--- src/rtl/serial_pattern_checker_sat_counter.sv ---
// rtl/serial_pattern_checker_sat_counter.sv - saturating incrementer with synchronous clear
module sat_counter #(
  parameter int CNT_W = 8
) (
  input  logic             clk,
  input  logic             reset,
  input  logic             clr,
  input  logic             inc,
  output logic [CNT_W-1:0] count,
  output logic [CNT_W-1:0] count_next
);

  logic [CNT_W-1:0] count_q;
  logic [CNT_W-1:0] count_d;

  always_comb begin
    count_d = count_q;
    if (clr) begin
      count_d = '0;
    end else if (inc && (count_q != {CNT_W{1'b1}})) begin
      count_d = count_q + 1'b1;
    end
  end

  always_ff @(posedge clk) begin
    if (reset) begin
      count_q <= '0;
    end else begin
      count_q <= count_d;
    end
  end

  assign count      = count_q;
  assign count_next = count_d;

endmodule

--- config.mk ---
export PLATFORM = sky130hd
export DESIGN_NAME = sat_counter
export DESIGN_NICKNAME = d
export VERILOG_FILES = /design/src/rtl/serial_pattern_checker_sat_counter.sv
export SDC_FILE = /design/constraint.sdc
export NUM_CORES = 1
export LEC_CHECK = 0
export ABC_AREA = 1
export ABC_CLOCK_PERIOD_IN_PS = 2200
export CAP_MARGIN = 20
export CORE_AREA = 2 2 39 41
export DETAILED_ROUTE_END_ITERATION = 6
export DIE_AREA = 0 0 41 43
export PLACE_DENSITY = 0.77
export SKIP_LAST_GASP = 1
export SYNTH_ARGS = -nofsm -noshare
export SYNTH_HDL_FRONTEND = slang
export SYNTH_SLANG_ARGS = --single-unit
--- constraint.sdc ---
create_clock -name clk -period 2.2 [get_ports clk]
set_input_delay 0.44 -clock clk [delete_from_list [all_inputs] [get_ports clk]]
set_output_delay 0.44 -clock clk [all_outputs]
set_load 0.01 [all_outputs]
==> results of run 1 <==
-- per-layer routing --
metal	wire length, um	global-route usage (%)	vias up	part of all wire [%]
met5	0	0	-	0
met4	25	10.00	0	1.8
met3	58	3.141	2	4.3
met2	673	29.38	15	50
met1	594	23.45	277	44
li1	-	-	329	-
-- placed cells by master, fill, tap and decap left out, drive strengths merged --
cell	n
nor3	2
dlymetal6s2s	1
buf	11
nand4	2
ha	1
nand3b	1
dlygate4sd2	8
a21oi	2
nand2	21
inv	21
nor2	15
dfxtp	8
clkbuf	3
nand3	13
clkdlybuf4s50	10
-- area by class of cell --
class                      instances  area [sq um]  share of cell area [%]
multi-input combinational         57         339.1                   38.22
inverter                          21         78.83                   8.886
clock buffer                       3         22.52                   2.539
sequential                         8         161.4                   18.19
tap                               16         20.02                   2.257
timing repair buffer              30         265.3                   29.90
-- cells by family (layout without fill, tap and decap cells) --
kind of cell               after synthesis  in the layout  synth area share [%]
DFF                                      8              8                 28.01
buffers and inverters                   23             54                 15.76
adders and majority gates                1              1                 2.188
and+or+nand+nor                         54             54                 51.64
AOI/OAI and AO/OA                        2              2                 2.406
-- what timing repair did --
item	4_1_cts	5_1_grt
pin swaps	0	1
hold buffers	0	0
gates resized for setup	10	4
setup buffers	1	0
endpoints found under the setup margin	8	3
-- stage by stage --
| step | hold slack, ns | instances |
|---|---|---|
| floorplan | 0.5808 | 88 |
| global placement | 0.5713 | 131 |
| detailed placement | 0.5945 | 131 |
| CTS | 0.6020 | 135 |
| global route | 0.6465 | 135 |
| finish | 0.5958 | 135 |
-- worst max-delay path, stage by stage, from the launching register on --
cell	delay (ns)
dfxtp_1	0.37
ha_4	0.16
nand2_4	0.07
nor2_4	0.10
nand2_4	0.10
nand2_1	0.09
nand2_1	0.05
nand3_1	0.09
inv_1	0.04
dlygate4sd2_1	0.27
-- power breakdown --
group          switching [mW]  total, mW  internal [mW]
registers             0.00165      0.148          0.147
logic                  0.0215     0.0442         0.0228
clock network          0.0534      0.116         0.0627
-- final timing paths --
kind | from | depth (start not counted) | end
min reg2reg | count[7]$_SDFF_PP0_ | 4 | count[7]$_SDFF_PP0_
max reg2reg | count[0]$_SDFF_PP0_ | 9 | count[0]$_SDFF_PP0_
max | count[0]$_SDFF_PP0_ | 9 | count_next[0]
min | count[7]$_SDFF_PP0_ | 4 | count[7]$_SDFF_PP0_
==> reports/metrics.yaml, run 1 <==
place_area_sq_um: 845.8
nNetsFinal: 126
yosys.cell_count.top_type: "inv_1"
core-area_sq_um: 1384
p_total_mw: 0.3087
grt_pass1_wl_um: 2235
n_antenna_cell: 0
cts_buffer_depth: 2
cts.clk_slew.worst_paths_ns: 0.06
placementRows: 14
ys_warn_count: 0
tns_ns: 0
clock.fmax_mhz: 488.8
critPathMaxFanout: 10
synthCells: 88
cts_max_level: 1
via_per_inst: 4.615
synth_cell_types: 20
setup_violations: 0
insertion_delay_ns: 0.26
synth_area_sq_um: 571.8
yosys.area.top_type_share_pct: 28.01
n_fill_cell: 132
die_x_um: 41
max_slew_margin_pct: 75.25
cp.required_ns: 1.76
grt_start_max_net_pins: 11
post-place-ws_ns: -0.3158
cts.sinks: 8
synthArstFlopShare_pct: 0
place_hpwl_um: 1105
largest_register_ffs: 8
cellPowerDensity_nw_per_um2: 348.0
wl_per_cell_um: 10.01
firstDrtPassIters: 4
gp_congestion: 0.8186
min_period_ns: 2.046
critical_path_class: "reg -> out"
syn2layout_area_growth_pct: 55.14
dieHeight_um: 43
start_util_pct: 41.32
arrival_ns: 1.61
antenna_found_initial: 0
syn_avg_cell_area_sq_um: 6.498
rsz0062_at_grt: "no"
drc: 0
synth-edff-count: 0
setup_ws_ns: 0.1543
hold_class: "reg -> reg"
synth_seq_cells: 8
tritoncts: "yes"
ff2ff_setup_slack_ns: 0.91
synthTopCellsByArea: "dfxtp_1 28%, inv_1 12%, nand2_1 11%"
vias: 623
port_buffers: 19
first_iter_violations: 16
cts_root_buf: "clkbuf_4"
start_kind: "flop"
status: "finished, final reports clean"
tightest_slew_ns: 0.3700
ys.flop_type: "dfxtp_1"
overflow: 0
cts_buffers: 3
drive_above_1_share_pct: 27.73
ios: 20
die-area_sq_um: 1763
fin_util_pct: 64.10
cap_violations: 0
p_leak_nw: 0.5255
finClkSkew_ns: 0.006647
first_global_vias: 564
timing.final.crit_share_pct: 92.98
yosysSeqAreaShare_pct: 28.01
wl_um: 1352
end_kind: "output pin"
synth_top_area_cell: "dfxtp_1"
gr-usage-all-layers_pct: 18.85
vdd_drop_max_mv: 0.3897
fin_area_sq_um: 887.1
antenna_left: 0
finalMaxSlewViolations: 0
finalHoldViolations: 0
synthTopCellsByCount: "19 x inv_1, 17 x nand2_1, 11 x nand3_1"
synth_fp_nets: 93
Note: power is estimated with default switching activity, not from simulation.
==> run 2: changes to the inputs <==
Settings changed: CORE_AREA 2 2 39 41 to 2 2 50 52, DIE_AREA 0 0 41 43 to 0 0 52 54, PLACE_DENSITY 0.77 to not set, TNS_END_PERCENT set to 1.
==> reports/metrics.yaml, run 2 (same netlist as run 1, synthesis figures left out) <==
final_cell_mix: "19 x inv_1, 17 x nand2_1, 16 x clkdlybuf4s50_1, 11 x nand3_1, 10 x buf_4"
cts_buffers: 3
cap_violations: 0
p_sw_mw: 0.06838
final_common_cell: "inv_1"
setup_violations: 6
wl_per_cell_um: 9.209
core-area_sq_um: 2320
dieHeight_um: 54
critical_path.max_stage_delay_ns: 0.52
critPathBufInv: 2
critical_path.top_delay_family: "buffers and inverters"
start_util_pct: 24.65
cp.required_ns: 1.76
grt_pass1_wl_um: 2152
top_layer: "met4"
cts_setup_buffers: 0
n_antenna_cell: 0
overflow: 0
placementRows: 18
vdd_drop_max_mv: 0.2572
gr-usage-all-layers_pct: 10.39
ios: 20
post-place-ws_ns: -0.2876
arrival_ns: 1.92
hold_buffers: 0
tightest_slew_ns: 0.3229
critical_path_class: "reg -> out"
start_kind: "flop"
die-area_sq_um: 2808
setup_ws_ns: -0.1564
timing.final.crit_share_pct: 107.1
cpMostUsedCell: "nand2_1"
nNetsFinal: 125
end_kind: "output pin"
netSwitchingFraction_pct: 22.72
p_comb_share_pct: 14.9
place_hpwl_um: 1147
violations: "setup timing"
cts.clk_slew.worst_paths_ns: 0.05
wl_um: 1363
first_iter_violations: 5
finClkSkew_ns: 0.0008689
cellPowerDensity_nw_per_um2: 339.7
drive_above_1_share_pct: 24.58
drc: 0
cts_max_level: 1
first_global_vias: 558
met1Wirelength_um: 638
clockPowerShare_pct: 36.0
max_slew_margin_pct: 78.40
rsz0062_at_grt: "yes"
cts_root_buf: "clkbuf_4"
tritoncts: "yes"
hold_class: "reg -> reg"
pwr-share-seq_pct: 49.1
finalMaxSlewViolations: 0
dp.cells: 145
vias: 601
path_cells: "ha_1 > nand2_2 > nor2_4 > nand2_4 > nand2_1 > nand2_1 > nand3_1 > inv_1 > clkdlybuf4s50_1"
place_area_sq_um: 863.3
via_per_inst: 4.061
dr_wl_met2_um: 682
finalHoldViolations: 0
fin_area_sq_um: 885.9
cts.sinks: 8
port_buffers: 19
firstDrtPassIters: 4
p_leak_nw: 0.4789
antenna_found_initial: 0
finalHoldWorstSlack_ns: 0.5846
min_period_ns: 2.356
critPathMaxFanout: 10
p_total_mw: 0.3010
insertion_delay_ns: 0.25
die_x_um: 52
p_int_mw: 0.2326
wl_met3_um: 21
status: "finished, violations left"
instances_no_fill: 148
syn2layout_area_growth_pct: 54.92
clock.fmax_mhz: 424.4
antenna_left: 0
gp_congestion: 0.7257
crit_slowest_cell: "clkdlybuf4s50_1"
grt_start_max_net_pins: 11
cts_buffer_depth: 2
largest_register_ffs: 8
-- run 2: cell count changes in the layout (fill, tap and decap cells not counted), sizes merged --
cell and change:
dlygate4sd2 -6, buf -1, clkdlybuf4s50 +6
-- run 2: worst reg2reg max path, cell delays in order (launching register included) --
cell and delay [ns]:
dfxtp_1 0.31, ha_1 0.22, nand2_2 0.14, nor2_4 0.05, nand2_4 0.12, nand2_1 0.08
nand2_1 0.06, nand3_1 0.10, buf_4 0.16, nor2_1 0.07
-- run 2: what timing repair did --
action | CTS | global route
resized for setup | 2 | 1
pin swaps | 0 | 1
setup endpoints to repair | 8 | 8
-- run 2: layout make-up --
| type | instances | area, sq um |
|---|---|---|
| Timing Repair Buffer | 29 | 265.3 |
| Clock buffer | 3 | 22.52 |
| Multi-Input combinational cell | 57 | 321.6 |
| Sequential cell | 8 | 160.2 |
| Tap cell | 30 | 37.54 |
| Fill cell | 249 | 1434 |
| Inverter | 21 | 78.83 |
-- run 2: power groups by stage --
| stage | clock network, mW | registers, mW | logic, mW |
|---|---|---|---|
| global route | 0.118 | 0.148 | 0.0495 |
| floorplan | 0 | 0.153 | 0.0188 |
| finish | 0.108 | 0.148 | 0.0449 |
| global placement | 0 | 0.151 | 0.0462 |
| detailed placement | 0 | 0.151 | 0.0463 |
| CTS | 0.111 | 0.148 | 0.0460 |
-- run 2: worst paths after layout --
| check | from | to | slack [ns] | cells past startpoint |
|---|---|---|---|---|
| setup / recovery | count[0]$_SDFF_PP0_ | count_next[0] | -0.16 | 9 |
| hold reg to reg | count[7]$_SDFF_PP0_ | count[7]$_SDFF_PP0_ | 0.58 | 4 |
| setup reg to reg | count[0]$_SDFF_PP0_ | count[0]$_SDFF_PP0_ | 0.84 | 9 |
| hold / removal | count[7]$_SDFF_PP0_ | count[7]$_SDFF_PP0_ | 0.58 | 4 |
-- run 2: stage by stage --
step,setup TNS (ns),util [%]
after floorplan,0,-
after global placement,-2.057,37.22
after detailed placement,-2.011,37.22
after CTS,-0.8379,38.08
after global routing,-1.430,38.19
final,-0.6637,38.19
-- run 2: per-layer routing --
layer	track usage [%]	vias up
li1	-	326
met2	19.20	6
met1	11.42	267
met4	6.579	0
met5	0	-
met3	0.8333	2
